===== src/rtl/rv_writeback_q.sv =====
// rv_writeback_q - writeback stage with a queue of outstanding loads.
//
// Retires data-memory loads in order, aligning and sign-/zero-extending the
// returned data. It also forwards ALU, shifter and multiplier results to the
// register file. It keeps a count of stores awaiting completion and requests
// a pipeline freeze when either queue would overflow. A freeze is also
// requested when a non-load write would overtake queued loads.
//
// Optional feature: define RV_WB_MISALIGN_EN to reject misaligned LH/LHU/LW.
// A rejected load is not queued, writes nothing, and pulses w_misaligned_o.
// When the macro is undefined, w_misaligned_o is tied to 0.
//
// Ports:
//   clk_i, rst_i            clock, synchronous active-high reset
//   w_stall_i               pipeline freeze (must follow w_stall_req_o)
//   w_stall_req_o           freeze request
//   x_*                     execute-stage instruction fields and results
//   dm_data_l_i             load data, valid with dm_load_done_i
//   dm_load_done_i          completes the oldest outstanding load
//   dm_store_done_i         completes the oldest outstanding store
//   rf_rd_value_o/rd_o/rd_write_o  register-file write port
//   w_busy_mask_o           destinations of queued loads (bit 0 always 0)
//   w_load_pending_o        load queue occupancy
//   w_misaligned_o          misaligned-load pulse (RV_WB_MISALIGN_EN only)
module rv_writeback_q #(
    parameter int unsigned MAX_PENDING = 2,
    parameter int unsigned CNT_W       = 4
) (
    input  logic             clk_i,
    input  logic             rst_i,
    input  logic             w_stall_i,
    output logic             w_stall_req_o,
    input  logic             x_valid_i,
    input  logic [2:0]       x_fun_i,
    input  logic             x_load_i,
    input  logic             x_store_i,
    input  logic [31:0]      x_dm_addr_i,
    input  logic [4:0]       x_rd_i,
    input  logic             x_rd_write_i,
    input  logic [1:0]       x_rd_source_i,
    input  logic [31:0]      x_rd_value_i,
    input  logic [31:0]      x_shifter_rd_value_i,
    input  logic [31:0]      x_multiply_rd_value_i,
    input  logic [31:0]      dm_data_l_i,
    input  logic             dm_load_done_i,
    input  logic             dm_store_done_i,
    output logic [31:0]      rf_rd_value_o,
    output logic [4:0]       rf_rd_o,
    output logic             rf_rd_write_o,
    output logic [31:0]      w_busy_mask_o,
    output logic [CNT_W-1:0] w_load_pending_o,
    output logic             w_misaligned_o
);

    localparam int unsigned      PTR_W   = (MAX_PENDING > 1) ? $clog2(MAX_PENDING) : 1;
    localparam logic [CNT_W-1:0] CNT_MAX = CNT_W'(MAX_PENDING);

    logic [4:0]             q_rd  [MAX_PENDING];
    logic [2:0]             q_fun [MAX_PENDING];
    logic [1:0]             q_off [MAX_PENDING];
    logic [MAX_PENDING-1:0] q_vld;
    logic [PTR_W-1:0]       wr_ptr, rd_ptr;
    logic [CNT_W-1:0]       ld_cnt, st_cnt;

    logic acc, ld_acc, st_acc, ld_done, st_done;
    logic misaligned, ld_ok, q_empty, q_full;
    logic bypass, pop, push;
    logic [4:0]  ret_rd;
    logic [2:0]  ret_fun;
    logic [1:0]  ret_off;
    logic [31:0] sel_value;
    logic [31:0] busy_mask;

    // The upper address bits only matter to the memory side.
    logic addr_hi_unused;
    assign addr_hi_unused = ^x_dm_addr_i[31:2];

    function automatic logic [PTR_W-1:0] ptr_inc(input logic [PTR_W-1:0] p);
        if (p == PTR_W'(MAX_PENDING - 1))
            return '0;
        return p + 1'b1;
    endfunction

    function automatic logic [31:0] align_load(input logic [2:0]  fun,
                                               input logic [1:0]  off,
                                               input logic [31:0] data);
        logic [7:0]  b;
        logic [15:0] h;
        case (off)
            2'd0:    b = data[7:0];
            2'd1:    b = data[15:8];
            2'd2:    b = data[23:16];
            default: b = data[31:24];
        endcase
        h = off[1] ? data[31:16] : data[15:0];
        case (fun)
            3'b000:  return {{24{b[7]}}, b};
            3'b001:  return {{16{h[15]}}, h};
            3'b010:  return data;
            3'b100:  return {24'b0, b};
            3'b101:  return {16'b0, h};
            default: return '0;
        endcase
    endfunction

    // Reset masks every event so done pulses during reset are dropped.
    assign acc     = x_valid_i & ~w_stall_i & ~rst_i;
    assign ld_acc  = acc & x_load_i;
    assign st_acc  = acc & x_store_i;
    assign ld_done = dm_load_done_i & ~rst_i;
    assign st_done = dm_store_done_i & ~rst_i;

`ifdef RV_WB_MISALIGN_EN
    assign misaligned = ld_acc &
        (((x_fun_i[1:0] == 2'b01) & x_dm_addr_i[0]) |
         ((x_fun_i == 3'b010) & (x_dm_addr_i[1:0] != 2'b00)));
`else
    assign misaligned = 1'b0;
`endif

    assign ld_ok   = ld_acc & ~misaligned;
    assign q_empty = (ld_cnt == '0);
    assign q_full  = (ld_cnt == CNT_MAX);
    assign bypass  = q_empty & ld_ok & ld_done;
    assign pop     = ld_done & ~q_empty;
    assign push    = ld_ok & ~bypass & (~q_full | pop);

    always_comb begin
        ret_rd  = x_rd_i;
        ret_fun = x_fun_i;
        ret_off = x_dm_addr_i[1:0];
        if (pop) begin
            ret_rd  = q_rd[rd_ptr];
            ret_fun = q_fun[rd_ptr];
            ret_off = q_off[rd_ptr];
        end

        case (x_rd_source_i)
            2'd1:    sel_value = x_shifter_rd_value_i;
            2'd2:    sel_value = x_multiply_rd_value_i;
            default: sel_value = x_rd_value_i;
        endcase

        rf_rd_o       = x_rd_i;
        rf_rd_value_o = sel_value;
        rf_rd_write_o = 1'b0;
        // A retiring load always wins, even under a freeze.
        if (pop | bypass) begin
            rf_rd_o       = ret_rd;
            rf_rd_value_o = align_load(ret_fun, ret_off, dm_data_l_i);
            rf_rd_write_o = 1'b1;
        end else if (acc & x_rd_write_i & ~x_load_i & q_empty) begin
            rf_rd_write_o = 1'b1;
        end
        if (rf_rd_o == 5'd0)
            rf_rd_write_o = 1'b0;
    end

    // A non-load write waits on ld_cnt rather than on ld_cnt after a pop.
    // This keeps it from retiring in the same cycle as the last queued load.
    assign w_stall_req_o = ~rst_i & x_valid_i &
        ((x_load_i & q_full & ~dm_load_done_i) |
         (x_store_i & (st_cnt == CNT_MAX) & ~dm_store_done_i) |
         (~x_load_i & x_rd_write_i & ~q_empty));

    always_comb begin
        busy_mask = '0;
        for (int unsigned i = 0; i < MAX_PENDING; i++) begin
            if (q_vld[i])
                busy_mask[q_rd[i]] = 1'b1;
        end
        busy_mask[0] = 1'b0;
    end

    assign w_busy_mask_o    = rst_i ? '0 : busy_mask;
    assign w_load_pending_o = rst_i ? '0 : ld_cnt;
    assign w_misaligned_o   = misaligned;

    always_ff @(posedge clk_i) begin
        if (rst_i) begin
            wr_ptr <= '0;
            rd_ptr <= '0;
            ld_cnt <= '0;
            st_cnt <= '0;
            q_vld  <= '0;
        end else begin
            if (pop) begin
                rd_ptr        <= ptr_inc(rd_ptr);
                q_vld[rd_ptr] <= 1'b0;
            end
            // On a full queue wr_ptr == rd_ptr, so this valid set overrides the clear.
            if (push) begin
                q_rd[wr_ptr]  <= x_rd_i;
                q_fun[wr_ptr] <= x_fun_i;
                q_off[wr_ptr] <= x_dm_addr_i[1:0];
                q_vld[wr_ptr] <= 1'b1;
                wr_ptr        <= ptr_inc(wr_ptr);
            end
            if (push & ~pop)
                ld_cnt <= ld_cnt + 1'b1;
            else if (pop & ~push)
                ld_cnt <= ld_cnt - 1'b1;

            if (st_acc & ~st_done)
                st_cnt <= st_cnt + 1'b1;
            else if (st_done & ~st_acc & (st_cnt != '0))
                st_cnt <= st_cnt - 1'b1;
        end
    end

endmodule

===== config.mk =====
export PLATFORM = sky130hd
export DESIGN_NAME = rv_writeback_q
export DESIGN_NICKNAME = d
export VERILOG_FILES = /design/src/rtl/rv_writeback_q.sv
export SDC_FILE = /design/constraint.sdc
export NUM_CORES = 1
export LEC_CHECK = 0
export ABC_CLOCK_PERIOD_IN_PS = 8550
export CELL_PAD_IN_SITES_DETAIL_PLACEMENT = 2
export CELL_PAD_IN_SITES_GLOBAL_PLACEMENT = 2
export CORE_MARGIN = 4
export CORE_UTILIZATION = 20
export CTS_CLUSTER_SIZE = 10
export DETAILED_ROUTE_END_ITERATION = 12
export PLACE_DENSITY_LB_ADDON = 0.08
export SYNTH_ARGS = -nofsm -noshare
export SYNTH_HDL_FRONTEND = slang
export SYNTH_SLANG_ARGS = --single-unit

===== constraint.sdc =====
create_clock -name clk_i -period 8.55 [get_ports clk_i]
set_input_delay 1.2825 -clock clk_i [delete_from_list [all_inputs] [get_ports clk_i]]
set_output_delay 1.2825 -clock clk_i [all_outputs]
set_load 0.1 [all_outputs]

==> flow_summary.yaml <==
drt:
  drtAntennaViolNets: 0
  wl_per_cell_um: 21.7
  finalWirelength_mm: 21.4
  drc: 0
  vias: 5005
  drt_iter0_drc: 243
  routed_via_density: 5.09
  first_pass_iters: 4
global_route:
  gr-total-overflow: 0
  grt_max_degree: 65
  grt_pass1_vias: 5461
  grt_pass1_wl_mm: 32.5
  antenna_found_initial: 1
  track_usage_pct: 18.4
sta:
  rsz0062_at_grt: "no"
  final.setup_skew_ns: 0.00546
  maxSlewViolCount: 0
  fin_crit_ns: 7.14
  setup_viol: 0
  layout_setup_ws_ns: 1.41
  fin_crit_sh_pct: 83.5
  slew_headroom_pct: 19.1
  tightest_slew_ns: 1.21
  setup_tns_ns: 0
  fmax_mhz: 140
  hold_viol_final: 0
synth:
  ys_seq_area_share_pct: 21.6
  ys_ff_latch: 33
  synth_cells: 526
  synth_ff_type: "edfxtp_1"
  syn_area_mm2: 0.00398
  synth_area_leader_cell: "a22oi_1"
  postSynth.asyncResetShare_pct: 0
  synthTopCellsByArea: "a22oi_1 15%, edfxtp_1 15%, nand2_1 6.8%"
  netlist-cell-type-count: 73
  synth_top_area_share_pct: 15.1
  syn_avg_cell_area_um2: 7.57
  yosysWarnings: 0
  synth-edff-count: 20
critical_path:
  cpMostUsedCell: "clkdlybuf4s50_1"
  startpoint_type: "input port"
  cp.required_ns: 7.27
  critical_path.max_stage_delay_ns: 1.22
  crit_chain: "clkdlybuf4s50_1 > buf_4 > nor3b_1 > nand3_1 > o22ai_1 > and2_1 > a32oi_1 > o211ai_1 > clkdlybuf4s50_1"
  arrival_ns: 5.86
  critPathCaptureType: "primary output"
  crit_buf_inv: 3
  path_delay_family: "buffers and inverters"
  slowest_stage: "clkdlybuf4s50_1"
  path_class: "in -> out"
  crit_fanout: 40
clock_tree:
  htree_num_levels: 2
  cts.clk_slew.worst_paths_ns: 0.06
  clock_latency_ns: 0.27
  numClockSinks: 33
  root_buffer: "clkbuf_16"
  cts_setup_buffers: 0
  cts_hold_buf: 0
  cts_tree: "built"
  cts_buffers: 5
  cts_buffer_depth: 2
  cts_resized: 0
power:
  switchingPower_w: 0.000628
  max-vdd-ir-drop_mv: 0.0962
  p_int_w: 0.000535
  combPwrFrac_pct: 66.5
  seq_power_share_pct: 18.7
  swShare_pct: 54.0
  p_per_area_mw_per_mm2: 179
  p_leak_nw: 2.28
  clkPwrFrac_pct: 14.7
floorplanning:
  dieArea_mm2: 0.0222
  core_mm2: 0.0195
  initial_core_util_pct: 20.4
  rows: 51
  die_w_um: 149
  io-pin-count: 255
  die_height_um: 149
final_layout:
  final_common_cell: "clkdlybuf4s50_1"
  area_growth_pct: 62.9
  antenna_cells: 0
  drive_gt1_share_pct: 6.69
  num-fill-cells: 2239
  nets: 905
  final_cell_mix: "219 x clkdlybuf4s50_1, 80 x a22oi_1, 72 x nand2_1"
worst_hold_path:
  hp-class: "reg -> reg"
job:
  drv_cap: 0
placed_design:
  portBuffers: 222
  place_ws_ns: 1.38
  place_congestion: 0.816
  dpl.hpwl_mm: 17.7
run_status:
  outcome: "completed"
registers in the layout, summed over array words and instances (netlist names), named ones only:
register and cells:
ld_cnt 4, q_fun 6, q_off 4, q_rd 10, q_vld 2, rd_ptr 1, st_cnt 4, wr_ptr 1
synthesized netlist by cell type (3+ instances only):
cell,instances
o21ai_2,3
nand3_1,6
a222oi_1,7
mux2i_1,11
o221ai_1,7
ha_1,7
buf_6,3
nor3_1,4
a21oi_1,8
o32ai_1,3
a221oi_1,7
edfxtp_1,20
nand2_2,10
inv_1,12
nand4_1,3
a22o_1,3
nor2_1,53
and3_1,5
nand2_1,72
o21ai_0,47
and3b_1,6
o21ai_1,4
a32oi_1,8
xor2_1,3
nor3b_1,10
xnor2_1,6
dfxtp_1,13
clkbuf_1,29
buf_4,3
a22oi_1,80
nor2b_1,7
nand2b_1,4
buf_2,4
o211ai_1,9
layer usage:
metal	vias to the layer above	GRT usage, %	routed length [um]
li1	2400	-	-
met1	2445	21.8	8550
met2	146	33.9	11100
met3	12	5.17	1510
met4	2	2.20	195
met5	-	0	8
stage by stage:
step,total power [W],hold slack (ns),instance area (um^2),std cells,util (%)
global placement,0.000980,0.468,6350,975,32.5
detailed placement,0.00100,0.483,6350,975,32.5
finish,0.00116,0.482,6480,983,33.2
global route,0.00123,0.530,6480,983,33.2
CTS,0.00118,0.491,6480,983,33.2
floorplan,0.000769,0.450,3990,527,-
kinds of logic (layout without fill, tap and decap cells):
kind of cell               after synthesis  after routing  share of synthesized area [%]
DFF                                     33             33                           21.6
xor gates and xnor gates                 9              9                           1.98
other                                    1              2                         0.0942
muxes                                   14             14                           3.71
AOI/OAI and AO/OA                      204            204                           37.0
and+or+nand+nor                        201            201                           25.9
adders and majority gates                9              9                           3.21
buffers and inverters                   55            246                           6.51
worst paths after layout:
| path | startpoint | endpoint | slack (ns) | cells after the start |
|---|---|---|---|---|
| setup / recovery | rst_i | rf_rd_value_o[3] | 1.41 | 9 |
| hold / removal | wr_ptr | q_vld[0] | 0.48 | 1 |
| setup reg to reg | ld_cnt[1] | ld_cnt[3] | 5.23 | 11 |
| hold reg to reg | wr_ptr | q_vld[0] | 0.48 | 1 |
area by class of cell:
type                    instances  area, um^2  share of cell area, %
repair buffers                225        2240                   34.5
multi-input cells             439        2870                   44.2
flip-flops and latches         33         861                   13.3
clock inverters                 2        10.0                  0.154
inverters                      13        51.3                  0.791
clock buffers                   6         129                   1.99
well taps                     265         332                   5.11
power groups by stage:
stage               logic (W)  registers, W  clock network, W
floorplan            0.000563      0.000206                 0
global placement     0.000762      0.000218                 0
finish               0.000774      0.000218          0.000172
CTS                  0.000783      0.000219          0.000174
detailed placement   0.000779      0.000222                 0
global route         0.000827      0.000222          0.000184
No activity file was read; power rests on OpenSTA's default activity.
